## config.mk

```make
export PLATFORM = sky130hd
export DESIGN_NAME = axi_lite_cmd_master
export DESIGN_NICKNAME = d
export VERILOG_FILES = /design/src/rtl/axi_lite_cmd_master_pkg.sv /design/src/rtl/axi_lite_stat_counter.sv /design/src/rtl/axi_lite_cmd_master.sv
export SDC_FILE = /design/constraint.sdc
export NUM_CORES = 1
export LEC_CHECK = 0
export ABC_AREA = 1
export BUFFER_PORTS_ARGS = -buffer_cell sky130_fd_sc_hd__buf_4
export CORE_MARGIN = 2
export CORE_UTILIZATION = 30
export DETAILED_ROUTE_END_ITERATION = 8
export PLACE_DENSITY = 0.58
export SETUP_SLACK_MARGIN = 0.15
export SKIP_CTS_REPAIR_TIMING = 1
export SLEW_MARGIN = 20
export SYNTH_ARGS = -nofsm -noshare
export SYNTH_HDL_FRONTEND = slang
export SYNTH_SLANG_ARGS = --single-unit
```

## constraint.sdc

```tcl
create_clock -name S_AXI_ACLK -period 1.88 [get_ports S_AXI_ACLK]
set_clock_uncertainty 0.05 [all_clocks]
set_input_delay 0.188 -clock S_AXI_ACLK [delete_from_list [all_inputs] [get_ports S_AXI_ACLK]]
set_output_delay 0.188 -clock S_AXI_ACLK [all_outputs]
set_load 0.03 [all_outputs]
```

## src/rtl/axi_lite_cmd_master_pkg.sv

```systemverilog
// Shared types and constants for the AXI4-Lite command master.
package axi_lite_cmd_master_pkg;

  typedef enum logic [2:0] {
    ST_IDLE,
    ST_WRITE,
    ST_WRESP,
    ST_READ,
    ST_RDATA,
    ST_RESP
  } state_e;

  localparam logic [1:0] RESP_OKAY   = 2'b00;
  localparam logic [1:0] RESP_EXOKAY = 2'b01;
  localparam logic [1:0] RESP_SLVERR = 2'b10;
  localparam logic [1:0] RESP_DECERR = 2'b11;

  localparam logic [2:0] PROT_DEFAULT = 3'b000;

endpackage

```

## src/rtl/axi_lite_stat_counter.sv

```systemverilog
// Saturating 16-bit event counter; only built with AXI_LITE_CMD_MASTER_STATS_EN.
`ifdef AXI_LITE_CMD_MASTER_STATS_EN
module axi_lite_stat_counter (
  input  logic        clk,
  input  logic        rst_n,
  input  logic        inc_i,
  output logic [15:0] count_o
);

  logic [15:0] count_q;

  always_ff @(posedge clk or negedge rst_n) begin
    if (!rst_n) begin
      count_q <= 16'h0000;
    end else if (inc_i && (count_q != 16'hFFFF)) begin
      count_q <= count_q + 16'h0001;
    end
  end

  assign count_o = count_q;

endmodule
`endif

```

## src/rtl/axi_lite_cmd_master.sv

```systemverilog
// Converts a single-beat cmd/rsp interface into one AXI4-Lite transaction at a time.
// Optional statistics outputs are enabled with AXI_LITE_CMD_MASTER_STATS_EN.
module axi_lite_cmd_master
  import axi_lite_cmd_master_pkg::*;
#(
  parameter int C_M_AXI_DATA_WIDTH = 32,
  parameter int C_M_AXI_ADDR_WIDTH = 4
) (
  input  logic                            S_AXI_ACLK,
  input  logic                            S_AXI_ARESETN,
  input  logic                            cmd_valid,
  output logic                            cmd_ready,
  input  logic                            cmd_write,
  input  logic [C_M_AXI_ADDR_WIDTH-1:0]   cmd_addr,
  input  logic [C_M_AXI_DATA_WIDTH-1:0]   cmd_wdata,
  input  logic [C_M_AXI_DATA_WIDTH/8-1:0] cmd_wstrb,
  output logic                            rsp_valid,
  input  logic                            rsp_ready,
  output logic [C_M_AXI_DATA_WIDTH-1:0]   rsp_rdata,
  output logic [1:0]                      rsp_resp,
  output logic [C_M_AXI_ADDR_WIDTH-1:0]   M_AXI_AWADDR,
  output logic [2:0]                      M_AXI_AWPROT,
  output logic                            M_AXI_AWVALID,
  input  logic                            M_AXI_AWREADY,
  output logic [C_M_AXI_DATA_WIDTH-1:0]   M_AXI_WDATA,
  output logic [C_M_AXI_DATA_WIDTH/8-1:0] M_AXI_WSTRB,
  output logic                            M_AXI_WVALID,
  input  logic                            M_AXI_WREADY,
  input  logic [1:0]                      M_AXI_BRESP,
  input  logic                            M_AXI_BVALID,
  output logic                            M_AXI_BREADY,
  output logic [C_M_AXI_ADDR_WIDTH-1:0]   M_AXI_ARADDR,
  output logic [2:0]                      M_AXI_ARPROT,
  output logic                            M_AXI_ARVALID,
  input  logic                            M_AXI_ARREADY,
  input  logic [C_M_AXI_DATA_WIDTH-1:0]   M_AXI_RDATA,
  input  logic [1:0]                      M_AXI_RRESP,
  input  logic                            M_AXI_RVALID,
  output logic                            M_AXI_RREADY
`ifdef AXI_LITE_CMD_MASTER_STATS_EN
  ,
  output logic [15:0]                     stat_wr_count,
  output logic [15:0]                     stat_rd_count,
  output logic [15:0]                     stat_err_count
`endif
);

  localparam int DW = C_M_AXI_DATA_WIDTH;
  localparam int AW = C_M_AXI_ADDR_WIDTH;
  localparam int SW = C_M_AXI_DATA_WIDTH / 8;

  typedef struct packed {
    logic          cmd_ready;
    logic          write;
    logic [AW-1:0] addr;
    logic [DW-1:0] wdata;
    logic [SW-1:0] wstrb;
    logic          awvalid;
    logic          wvalid;
    logic          bready;
    logic          arvalid;
    logic          rready;
    logic          rsp_valid;
    logic [DW-1:0] rdata;
    logic [1:0]    resp;
  } regs_t;

  state_e state_q, state_d;
  regs_t  regs_q, regs_d;

  always_ff @(posedge S_AXI_ACLK or negedge S_AXI_ARESETN) begin
    if (!S_AXI_ARESETN) begin
      state_q <= ST_IDLE;
      regs_q  <= '0;
    end else begin
      // NOTE: non-blocking so every flop samples the pre-edge values of the others.
      state_q <= state_d;
      regs_q  <= regs_d;
    end
  end

  always_comb begin
    // NOTE: defaults first so every path assigns every field and no latch is inferred.
    state_d = state_q;
    regs_d  = regs_q;
    case (state_q)
      ST_IDLE: begin
        regs_d.cmd_ready = 1'b1;
        if (cmd_valid && regs_q.cmd_ready) begin
          regs_d.cmd_ready = 1'b0;
          regs_d.write     = cmd_write;
          regs_d.addr      = cmd_addr;
          regs_d.wdata     = cmd_wdata;
          regs_d.wstrb     = cmd_wstrb;
          if (cmd_write) begin
            state_d        = ST_WRITE;
            regs_d.awvalid = 1'b1;
            regs_d.wvalid  = 1'b1;
          end else begin
            state_d        = ST_READ;
            regs_d.arvalid = 1'b1;
          end
        end
      end
      ST_WRITE: begin
        if (regs_q.awvalid && M_AXI_AWREADY) regs_d.awvalid = 1'b0;
        if (regs_q.wvalid && M_AXI_WREADY)   regs_d.wvalid  = 1'b0;
        // A dropped VALID is the record that its channel has handshaken.
        if (!regs_q.awvalid && !regs_q.wvalid) begin
          state_d       = ST_WRESP;
          regs_d.bready = 1'b1;
        end
      end
      ST_WRESP: begin
        if (M_AXI_BVALID) begin
          state_d          = ST_RESP;
          regs_d.bready    = 1'b0;
          regs_d.resp      = M_AXI_BRESP;
          regs_d.rdata     = '0;
          regs_d.rsp_valid = 1'b1;
        end
      end
      ST_READ: begin
        if (M_AXI_ARREADY) begin
          state_d        = ST_RDATA;
          regs_d.arvalid = 1'b0;
          regs_d.rready  = 1'b1;
        end
      end
      ST_RDATA: begin
        if (M_AXI_RVALID) begin
          state_d          = ST_RESP;
          regs_d.rready    = 1'b0;
          regs_d.resp      = M_AXI_RRESP;
          regs_d.rdata     = M_AXI_RDATA;
          regs_d.rsp_valid = 1'b1;
        end
      end
      ST_RESP: begin
        if (rsp_ready) begin
          state_d          = ST_IDLE;
          regs_d.rsp_valid = 1'b0;
          regs_d.cmd_ready = 1'b1;
        end
      end
      default: state_d = ST_IDLE;
    endcase
  end

  assign cmd_ready     = regs_q.cmd_ready;
  assign rsp_valid     = regs_q.rsp_valid;
  assign rsp_rdata     = regs_q.rdata;
  assign rsp_resp      = regs_q.resp;
  assign M_AXI_AWADDR  = regs_q.addr;
  assign M_AXI_AWPROT  = PROT_DEFAULT;
  assign M_AXI_AWVALID = regs_q.awvalid;
  assign M_AXI_WDATA   = regs_q.wdata;
  assign M_AXI_WSTRB   = regs_q.wstrb;
  assign M_AXI_WVALID  = regs_q.wvalid;
  assign M_AXI_BREADY  = regs_q.bready;
  assign M_AXI_ARADDR  = regs_q.addr;
  assign M_AXI_ARPROT  = PROT_DEFAULT;
  assign M_AXI_ARVALID = regs_q.arvalid;
  assign M_AXI_RREADY  = regs_q.rready;

`ifdef AXI_LITE_CMD_MASTER_STATS_EN
  logic rsp_done;
  assign rsp_done = regs_q.rsp_valid && rsp_ready;

  axi_lite_stat_counter u_wr_count (
    .clk     (S_AXI_ACLK),
    .rst_n   (S_AXI_ARESETN),
    .inc_i   (rsp_done && regs_q.write),
    .count_o (stat_wr_count)
  );

  axi_lite_stat_counter u_rd_count (
    .clk     (S_AXI_ACLK),
    .rst_n   (S_AXI_ARESETN),
    .inc_i   (rsp_done && !regs_q.write),
    .count_o (stat_rd_count)
  );

  axi_lite_stat_counter u_err_count (
    .clk     (S_AXI_ACLK),
    .rst_n   (S_AXI_ARESETN),
    .inc_i   (rsp_done && (regs_q.resp != RESP_OKAY)),
    .count_o (stat_err_count)
  );
`endif

endmodule

```

After elaboration in Yosys (flattened, before gate mapping) --
Index checks and enable logic that the tools add are counted.
Operators by class: equal/unequal tests 15, multiplexer cells 28, reductions and logical operators 24
Operator list (number):
- $pmux 34 s2 | 1
- $mux 44 | 1
- $mux 36 | 1
- $mux 35 | 1
- $ne 2x2->1 const B | 10
- $mux 3 | 6
- $pmux 3 s6 | 1
- $reduce_and 4->1 | 4
- $reduce_bool 2->1 | 6
- $reduce_and 3->1 | 3
- $mux 1 | 8
- $pmux 1 s2 | 4
- $eq 3x2->1 const B | 2
- $eq 3x3->1 const B | 2
- $mux 2 | 3
- $reduce_and 6->1 | 1
- $logic_and 1x1->1 | 4
- $pmux 2 s2 | 1
- $reduce_and 2->1 | 2
- $eq 3x1->1 const B | 1
- $logic_not 3->1 | 1
- $pmux 1 s3 | 1
- $reduce_bool 3->1 | 1
- $logic_not 1->1 | 2
Word-level totals: register bits 85, output and inout port bits 91, logic and storage cells 81

Longest topological paths before layout --
Gate-level depths: netlist (run 1).
depth after elaboration 4, depth in mapped cells 10, depth with buffers taken out 9

Least setup slack after synthesis (run 1) --
No wires, ideal clock.
kind flip-flop to flip-flop, from register state_q[0], to register regs_q (netlist bit rsp_rdata[10]), library setup time 0.121 ns, arrival time 1.225 ns, slack 0.484 ns, stages on the path, launching flop included 10, cells stage by stage dfrtp_1 -> buf_6 -> nor2_8 -> nand2_4 -> nand2_1 -> nand3_2 -> buf_6 -> buf_6 -> nand2_1 -> o21ai_1
On the way: longest elaborated chain between the ends 3, elaborated cells on any way between the ends 7, classes of those cells eq/ne (4); mux (1); reduce/logical (2)
Ends and longest elaborated chain:
- start, declared | line axi_lite_cmd_master.sv:68 | state_e state_q, state_d;
- start signal, assigned | line axi_lite_cmd_master.sv:77 | state_q <= state_d;
- $eq 3x3->1 / $eq 3x2->1 (equally long branches) | line axi_lite_cmd_master.sv:86 | case (state_q)
- $ne 2x2->1 (no source line) / $reduce_bool 2->1 (equally long branches)
- $reduce_and 3->1 (no source line)
- end signal, assigned | line axi_lite_cmd_master.sv:78 | regs_q <= regs_d;
- end, declared | line axi_lite_cmd_master.sv:69 | regs_t regs_q, regs_d;
Several ways; a longest one is shown, not always the timed one. A chain may end at the register's enable or synchronous reset.

Final worst setup path (run 1) --
from register state_q[1], to register regs_q (netlist bit M_AXI_WVALID)
On the way: longest elaborated chain between the ends 3, elaborated cells on any way between the ends 8, classes of those cells eq/ne (4); mux (1); reduce/logical (3)
Ends and longest elaborated chain (line):
- $eq 3x1->1 / $logic_not 3->1 (equally long branches) | axi_lite_cmd_master.sv:86
- $ne 2x2->1 (no source line) / $reduce_bool 2->1 (equally long branches)
- $reduce_and 4->1 (no source line)
Several ways; a longest one is shown, not always the timed one.

==> results of run 1 <==
-- placed cells by master, fill, tap and decap left out, drive strengths merged, types with 2 or more instances in the layout --
cell,synthesis,routed
nand3,7,7
nand2,227,227
dlygate4sd3,0,7
bufinv,0,3
nor2,8,8
buf,30,175
clkbuf,1,10
conb,1,6
clkinv,1,3
a21oi,6,6
nand4,3,3
o21ai,34,34
o22ai,2,2
dfrtp,84,84
inv,12,12
-- registers in the layout, summed over array words and instances, names as in the netlist, 2 cells and up --
name / count
M_AXI_WDATA: 32
rsp_rdata: 32
M_AXI_ARADDR: 4
M_AXI_WSTRB: 4
state_q: 3
rsp_resp: 2
-- per-layer routing --
metal	GRT usage	vias to the layer above
met5	0	-
met4	0.0634	0
met3	0.0499	11
met2	0.229	111
met1	0.190	1493
li1	-	1620
-- logic make-up after synthesis --
group | synth area share
buffers and inverters | 0.0736
other | 0.00104
AO/OA/AOI/OAI | 0.0680
flip-flops | 0.583
AND/OR/NAND/NOR | 0.274
-- worst min-delay path: cells and delay by family --
family / cells / cell delay (ps)
AND/OR/NAND/NOR: 2 / 90
buffers and inverters: 1 / 70
-- where the power goes --
group	switching (mW)	internal [mW]	leakage, nW
clock	0.702	1.32	0.168
combinational	3.29	1.79	1.62
sequential	0.549	2.62	1.09
total	4.54	5.73	2.88
-- path summary, 6_finish.rpt --
path                                                 start                    endpoint  slack (ps)  cells after the start
worst min-delay path                          cmd_wdata[5]  M_AXI_WDATA[5]$_DFFE_PN0P_          -7                      3
worst max-delay path                state_q[1]$_DFFE_PN0P_    M_AXI_WVALID$_DFFE_PN0P_         280                      6
worst max register to register      state_q[1]$_DFFE_PN0P_    M_AXI_WVALID$_DFFE_PN0P_         280                      6
min in group asynchronous                    S_AXI_ARESETN  M_AXI_WSTRB[2]$_DFFE_PN0P_         310                      2
worst min register to register  M_AXI_WDATA[8]$_DFFE_PN0P_  M_AXI_WDATA[8]$_DFFE_PN0P_         420                      2
max in group asynchronous                    S_AXI_ARESETN   rsp_rdata[15]$_DFFE_PN0P_         880                      3
-- layout make-up --
| class | count | area share |
|---|---|---|
| sequential | 84 | 0.392 |
| timing repair buffer | 182 | 0.266 |
| multi-input combinational | 297 | 0.234 |
| clock buffer | 10 | 0.0446 |
| tap | 147 | 0.0343 |
| clock inverter | 5 | 0.0187 |
| inverter | 13 | 0.00956 |
==> flow_metrics.env, run 1 <==
export IMPL_dpl_hpwl_um=6550
export IMPL_path_class="flip-flop to flip-flop"
export IMPL_grt_pass1_vias=2994
export IMPL_port_buffer_count=170
export IMPL_syn2layout_area_growth_pct=48.8
export IMPL_maxCapViolations=0
export IMPL_end_kind="flip-flop"
export IMPL_multiInputGateArea_mm2=0.00126
export IMPL_grt_setup_unrepaired="false"
export IMPL_htree_levels=3
export IMPL_run_status="finished, violations left"
export IMPL_ys_flop_type="dfrtp_1"
export IMPL_holdWs_ps=-7.46
export IMPL_yosysMostFrequentCell="nand2_1"
export IMPL_synth_top_area_frac=0.583
export IMPL_setup_tns_ps=0
export IMPL_synth_top_cells_by_count="226 x nand2_1, 84 x dfrtp_1, 15 x buf_4, 15 x o21ai_1, 14 x o21ai_0"
export IMPL_timing_final_crit_share=0.853
export IMPL_drc_errors=0
export IMPL_rows=40
export IMPL_ys_seq_elements=84
export IMPL_yosysWarnings=0
export IMPL_hold_viol_final=5
export IMPL_synthesis_area_mm2=0.00360
export IMPL_top_layer_used="met4"
export IMPL_leakagePower_nw=2.88
export IMPL_crit_required_ps=2110
export IMPL_final_layout_size_suffix_gt1_frac=0.349
export IMPL_first_pass_iters=4
export IMPL_avgSynthCellArea_um2=8.58
export IMPL_grt_pass1_wl_um=14900
export IMPL_cp_max_fo=42
export IMPL_instances_no_fill=738
export IMPL_synth_top_cell_by_area="dfrtp_1"
export IMPL_routed_wl_met2_um=4360
export IMPL_dp_cells=716
export IMPL_drt_iter0_drc=207
export IMPL_avgViaCountPerCell=4.38
export IMPL_final_max_slew_violation_count=0
export IMPL_synthCells=420
export IMPL_dpl_cell_area_mm2=0.00494
export IMPL_routedWlPerCell_um=12.6
export IMPL_clk_latency_ps=340
export IMPL_crit_arrival_ps=1830
export IMPL_synth_edf_count=0
export IMPL_fp_dieW_um=114
export IMPL_setup_ws_ps=277
export IMPL_clk_pin_slew_ps=60
export IMPL_hp_class="input port to flip-flop"
export IMPL_cts_tree="done"
export IMPL_fillerInstances=1186
export IMPL_design_area_mm2=0.00536
export IMPL_overflow=0
export IMPL_die_y_um=114
export IMPL_power_mw=10.3
export IMPL_floorplan_initialDensity=0.304
export IMPL_clock_sinks=84
export IMPL_num_vias=3235
export IMPL_critPathTopFamily="simple AND/OR/NAND/NOR gates"
export IMPL_ant_nets=0
export IMPL_powerDensity_mw_per_mm2=1910
export IMPL_yosysSeqAreaShare=0.583
export IMPL_register_area_mm2=0.00210
export IMPL_fin_nets=673
export IMPL_critPathMaxStageDelay_ps=530
export IMPL_grt_max_degree=69
export IMPL_period_minus_slack_ps=1600
export IMPL_tightest_slew_ps=507
export IMPL_drt_wl_total_um=9290
export IMPL_clock_fmax_ghz=0.624
export IMPL_antenna_found_initial=0
export IMPL_core_mm2=0.0119
export IMPL_track_usage=0.148
export IMPL_cp_start_kind="flip-flop"
export IMPL_utilization=0.452
export IMPL_ir_drop_uv=734
export IMPL_drt_met1_wl_um=3970
export IMPL_violations="negative hold slack"
export IMPL_numCtsBuffers=9
export IMPL_cts_root_buf="clkbuf_16"
export IMPL_preCtsSetupSlack_ps=123
export IMPL_yosysUniqueCellTypes=26
export IMPL_critPathSlowestCell="dfrtp_1"
export IMPL_max_slew_margin=0.662
export IMPL_critPathMostFrequentCell="nand2_1"
export IMPL_setup_violations=0
export IMPL_path_buf_inv=1
export IMPL_place_gp_congestion=0.824
export IMPL_diodes=0
export IMPL_async_reset_ff_frac=1.00
export IMPL_route_met3_wl_um=798
export IMPL_io_pins=177
export IMPL_clockBufferDepth=2
export IMPL_die_area_mm2=0.0129
export IMPL_worstPathCellList="nor2_1 -> nand2_1 -> nor2_4 -> buf_8 -> nand2_1 -> nand2_1"
export IMPL_synthTopCellsByArea="dfrtp_1 58%, nand2_1 24%, buf_4 3.1%"
No activity file was read; power rests on OpenSTA's default activity.
==> inputs of run 2 (changes only) <==
--- a/config.mk
+++ b/config.mk
@@ -7,10 +7,12 @@
 export LEC_CHECK = 0
 export ABC_AREA = 1
 export BUFFER_PORTS_ARGS = -buffer_cell sky130_fd_sc_hd__buf_4
+export CAP_MARGIN = 20
 export CORE_MARGIN = 2
 export CORE_UTILIZATION = 30
 export DETAILED_ROUTE_END_ITERATION = 8
 export PLACE_DENSITY = 0.58
+export RECOVER_POWER = 50
 export SETUP_SLACK_MARGIN = 0.15
 export SKIP_CTS_REPAIR_TIMING = 1
 export SLEW_MARGIN = 20
==> run 2 against run 1 <==
Net effect:
- the run still ends with negative hold slack left
- hold slack hardly changed
- die area is the same
- non-clock buffer count unchanged
- sequential cell count did not move
- sequential share of layout area up 1.2 points
- total power fell by 3.4%
- setup slack improved by 1.4 ps
- critical path depth stayed put
- wire length up 0.27%
- maximum frequency about the same
- utilization shrank 1.4 points
- final area fell by 3.0%
- critical path type unchanged
- highest routed layer unchanged
==> flow_metrics.env, run 2 (same netlist as run 1, synthesis figures left out) <==
export IMPL_run_status="finished, violations left"
export IMPL_violations="negative hold slack"
export IMPL_die_y_um=114
export IMPL_setup_tns_ps=0
export IMPL_top_usage_layer="met2"
export IMPL_grt_pass1_vias=2994
export IMPL_path_class="flip-flop to flip-flop"
export IMPL_drc_errors=0
export IMPL_rows=40
export IMPL_layout_commonest_cell="nand2_1"
export IMPL_first_pass_iters=4
export IMPL_crit_arrival_ps=1830
export IMPL_grtUsageMet2=0.229
export IMPL_dpl_hpwl_um=6550
export IMPL_setup_ws_ps=278
export IMPL_antenna_found_initial=0
export IMPL_worstPathCellList="nor2_1 -> nand2_1 -> nor2_4 -> buf_8 -> nand2_1 -> nand2_1"
export IMPL_setup_violations=0
export IMPL_clk_latency_ps=340
export IMPL_cts_tree="done"
export IMPL_avgViaCountPerCell=4.40
export IMPL_ant_nets=0
export IMPL_powerDensity_mw_per_mm2=1910
export IMPL_grt_pass1_wl_um=14900
export IMPL_grt_setup_unrepaired="false"
export IMPL_cp_start_kind="flip-flop"
export IMPL_place_gp_congestion=0.824
export IMPL_clock_fmax_ghz=0.624
export IMPL_ir_drop_uv=732
export IMPL_tightest_slew_ps=983
export IMPL_final_max_slew_violation_count=0
export IMPL_num_vias=3244
export IMPL_grt_max_degree=69
export IMPL_period_minus_slack_ps=1600
export IMPL_clockBufferDepth=2
export IMPL_critPathMostFrequentCell="nand2_1"
export IMPL_drt_wl_total_um=9320
export IMPL_cts_root_buf="clkbuf_16"
export IMPL_cp_max_fo=42
export IMPL_max_slew_margin=0.345
export IMPL_timing_final_crit_share=0.852
export IMPL_overflow=0
export IMPL_end_kind="flip-flop"
export IMPL_port_buffer_count=170
export IMPL_leakagePower_nw=2.71
export IMPL_syn2layout_area_growth_pct=44.3
export IMPL_final_layout_size_suffix_gt1_frac=0.277
export IMPL_grt_use_met1=0.190
export IMPL_holdWs_ps=-7.43
export IMPL_crit_required_ps=2110
export IMPL_htree_levels=3
export IMPL_final_cell_mix="226 x nand2_1, 127 x buf_4, 82 x dfrtp_1"
export IMPL_drt_iter0_drc=168
export IMPL_routedWlPerCell_um=12.6
export IMPL_maxCapViolations=0
export IMPL_io_pins=177
export IMPL_numCtsBuffers=9
export IMPL_critPathMaxStageDelay_ps=530
export IMPL_clk_pin_slew_ps=60
export IMPL_diodes=0
export IMPL_hold_viol_final=4
export IMPL_fin_nets=673
export IMPL_die_area_mm2=0.0129
export IMPL_track_usage=0.148
export IMPL_preCtsSetupSlack_ps=123
export IMPL_fp_dieW_um=114
export IMPL_hp_class="input port to flip-flop"
export IMPL_fillerInstances=1221
export IMPL_use_met3=0.0499
export IMPL_floorplan_initialDensity=0.304
export IMPL_clock_sinks=84
export IMPL_critPathSlowestCell="dfrtp_1"
export IMPL_core_mm2=0.0119
==> run 2: critical path: cells and delay by family (launching register included) <==
family	cells	cell delay [ps]
buffers and inverters	1	270
AND/OR/NAND/NOR	5	670
flip-flops	1	530
==> run 2: routing by layer <==
metal / vias to the layer above / part of all wire
li1: 1620 / -
met1: 1504 / 0.43
met2: 109 / 0.47
met3: 11 / 0.083
met4: 0 / 0.018
met5: - / 0
==> run 2: area by class of cell <==
type	count	area [µm²]	share of cell area
multi-input combinational	297	1260	0.242
sequential	84	2100	0.405
inverter	13	51.3	0.00986
timing repair buffer	182	1270	0.243
clock buffer	10	239	0.0459
tap	147	184	0.0354
clock inverter	5	100	0.0192
==> run 2: final timing paths <==
check	start	end	slack, ps	cells past startpoint
min reg2reg	M_AXI_WDATA[25]$_DFFE_PN0P_	M_AXI_WDATA[25]$_DFFE_PN0P_	420	2
max reg2reg	state_q[1]$_DFFE_PN0P_	M_AXI_AWVALID$_DFFE_PN0P_	280	6
min	cmd_wdata[5]	M_AXI_WDATA[5]$_DFFE_PN0P_	-7	3
max	state_q[1]$_DFFE_PN0P_	M_AXI_AWVALID$_DFFE_PN0P_	280	6
max in group asynchronous	S_AXI_ARESETN	state_q[0]$_DFFE_PN0P_	440	3
min in group asynchronous	S_AXI_ARESETN	M_AXI_WSTRB[2]$_DFFE_PN0P_	490	2
==> run 2: power breakdown <==
part	switching [mW]	internal, mW	total (mW)
logic	3.29	1.45	4.74
clock network	0.702	1.32	2.02
registers	0.540	2.62	3.16
==> run 2: per-stage QoR <==
stage,cells,total power [mW],util,area [µm²],hold WS (ps)
detailed placement,716,8.28,0.417,4940,147
CTS,731,10.4,0.445,5280,-222
global route,738,10.6,0.439,5200,-0.123
global placement,716,8.21,0.417,4940,146
finish,738,9.93,0.439,5200,-7.43
floorplan,425,6.51,-,3620,-158
==> inputs of run 3 (changes only) <==
--- a/config.mk
+++ b/config.mk
@@ -9,9 +9,9 @@
 export BUFFER_PORTS_ARGS = -buffer_cell sky130_fd_sc_hd__buf_4
 export CAP_MARGIN = 20
 export CORE_MARGIN = 2
-export CORE_UTILIZATION = 30
+export CORE_UTILIZATION = 42
 export DETAILED_ROUTE_END_ITERATION = 8
-export PLACE_DENSITY = 0.58
+export PLACE_DENSITY = 0.76
 export RECOVER_POWER = 50
 export SETUP_SLACK_MARGIN = 0.15
 export SKIP_CTS_REPAIR_TIMING = 1
==> run 3 against run 2 <==
Net effect:
- the run still ends with negative hold slack left
- non-clock buffer count is 2 higher
- critical endpoint is now rsp_resp[0]$_DFFE_PN0P_
- highest routed layer unchanged
- sequential cell count is the same
- register-to-register slack is essentially flat
==> flow_metrics.env, run 3 (same netlist as run 1, synthesis figures left out) <==
export IMPL_run_status="finished, violations left"
export IMPL_violations="negative hold slack"
export IMPL_crit_required_ps=2060
export IMPL_power_mw=9.34
export IMPL_critPathMaxStageDelay_ps=570
export IMPL_leakagePower_nw=2.67
export IMPL_end_kind="flip-flop"
export IMPL_fp_dieW_um=96.6
export IMPL_cts_tree="done"
export IMPL_first_pass_iters=5
export IMPL_drt_wl_total_um=9070
export IMPL_htree_levels=3
export IMPL_cp_start_kind="flip-flop"
export IMPL_critPathSlowestCell="dfrtp_1"
export IMPL_setup_tns_ps=0
export IMPL_clk_pin_slew_ps=80
export IMPL_drt_iter0_drc=112
export IMPL_grt_pass1_wl_um=14900
export IMPL_drc_errors=0
export IMPL_hold_viol_final=1
export IMPL_crit_arrival_ps=1780
export IMPL_fin_nets=675
export IMPL_diodes=0
export IMPL_whs_endpoint="M_AXI_WDATA[16]$_DFFE_PN0P_"
export IMPL_die_area_mm2=0.00934
export IMPL_clock_fmax_ghz=0.624
export IMPL_clock_sinks=84
export IMPL_path_class="flip-flop to flip-flop"
export IMPL_core_mm2=0.00826
export IMPL_dpl_cell_area_mm2=0.00490
export IMPL_worstPathCellList="inv_2 -> nand3_2 -> nand2_1 -> nand3_2 -> buf_12 -> inv_1 -> nand2_1 -> nand2_1"
export IMPL_tightest_slew_ps=951
export IMPL_holdWs_ps=-1.21
export IMPL_ir_drop_uv=896
export IMPL_hp_start="cmd_wdata[16]"
export IMPL_timing_final_crit_share=0.852
export IMPL_cp_max_fo=68
export IMPL_port_buffer_count=170
export IMPL_ant_nets=0
export IMPL_num_vias=3256
export IMPL_r2r_slack_ps=280
export IMPL_final_layout_size_suffix_gt1_frac=0.279
export IMPL_clockBufferDepth=2
export IMPL_place_gp_congestion=0.886
export IMPL_numCtsBuffers=9
export IMPL_avgViaCountPerCell=4.66
export IMPL_antenna_found_initial=0
export IMPL_hp_class="input port to flip-flop"
export IMPL_final_max_slew_violation_count=0
export IMPL_die_y_um=96.6
export IMPL_syn2layout_area_growth_pct=40.1
export IMPL_grt_setup_unrepaired="false"
export IMPL_cts_root_buf="clkbuf_8"
export IMPL_critPathMostFrequentCell="nand2_1"
export IMPL_overflow=0
export IMPL_track_usage=0.193
export IMPL_period_minus_slack_ps=1600
export IMPL_dpl_hpwl_um=6660
export IMPL_r2r_end="rsp_resp[0]$_DFFE_PN0P_"
export IMPL_max_slew_margin=0.366
export IMPL_rows=33
export IMPL_grt_pass1_vias=3158
export IMPL_io_pins=177
export IMPL_design_area_mm2=0.00505
export IMPL_hold_path_depth=3
export IMPL_final_cell_mix="226 x nand2_1, 128 x buf_4, 82 x dfrtp_1"
export IMPL_routedWlPerCell_um=13.0
export IMPL_grt_max_degree=69
export IMPL_reg2reg_from="state_q[2]$_DFFE_PN0P_"
export IMPL_floorplan_initialDensity=0.437
export IMPL_reg2reg_depth=8
export IMPL_clk_latency_ps=340
export IMPL_powerDensity_mw_per_mm2=1850
export IMPL_setup_violations=0
export IMPL_layout_commonest_cell="nand2_1"
export IMPL_maxCapViolations=0
-- run 3: cell count changes in the layout (fill, tap and decap cells not counted) --
cell	before	now
bufinv_16	3	2
clkbuf_16	9	0
clkinv_4	0	2
buf_8	1	0
clkbuf_8	1	10
buf_6	0	1
buf_4	127	128
dlygate4sd3_1	7	8
-- run 3: critical path: cells and delay by family (launching register included) --
kind | cells | cell delay (ps)
flip-flops | 1 | 570
buffers and inverters | 3 | 470
AND/OR/NAND/NOR | 5 | 390
-- run 3: layout make-up --
cell class / instances / area (µm²)
Clock buffer: 10 / 138
Clock inverter: 6 / 87.6
Fill cell: 752 / 3210
Inverter: 13 / 51.3
Multi-Input combinational cell: 297 / 1260
Sequential cell: 84 / 2100
Tap cell: 105 / 131
Timing Repair Buffer: 184 / 1280
-- run 3: how the worst max path moves through the flow --
| stage | start | endpoint | cells after the start |
|---|---|---|---|
| finish | state_q[2]$_DFFE_PN0P_ | rsp_resp[0]$_DFFE_PN0P_ | 8 |
| global route | state_q[2]$_DFFE_PN0P_ | rsp_resp[1]$_DFFE_PN0P_ | 8 |
| global placement | state_q[0]$_DFFE_PN0P_ | M_AXI_WDATA[8]$_DFFE_PN0P_ | 6 |
| detailed placement | state_q[0]$_DFFE_PN0P_ | M_AXI_WDATA[15]$_DFFE_PN0P_ | 6 |
| floorplan | state_q[0]$_DFFE_PN0P_ | rsp_rdata[10]$_DFFE_PN0P_ | 9 |
| CTS | state_q[0]$_DFFE_PN0P_ | M_AXI_WDATA[15]$_DFFE_PN0P_ | 6 |
-- run 3: through the flow --
stage                     setup slack (ps)  utilization  instances
final                                  278        0.611        699
after global routing                   165        0.611        699
after CTS                             99.0        0.620        691
after detailed placement               134        0.593        675
after global placement                 228        0.593        675
after floorplan                        484            -        425
-- run 3: per-layer routing --
metal	up-vias	GRT usage	part of all wire	wire [µm]
li1	1617	-	-	-
met1	1482	0.253	0.42	3830
met2	144	0.315	0.49	4410
met3	13	0.0470	0.078	711
met4	0	0.0683	0.013	116
met5	-	0	0	0
-- run 3: power breakdown --
| part | internal (mW) | total, mW | switching, mW | leakage, nW |
|---|---|---|---|---|
| logic | 1.46 | 4.74 | 3.28 | 1.46 |
| clock network | 0.785 | 1.42 | 0.635 | 0.116 |
| registers | 2.61 | 3.18 | 0.569 | 1.09 |
| total | 4.85 | 9.34 | 4.48 | 2.67 |
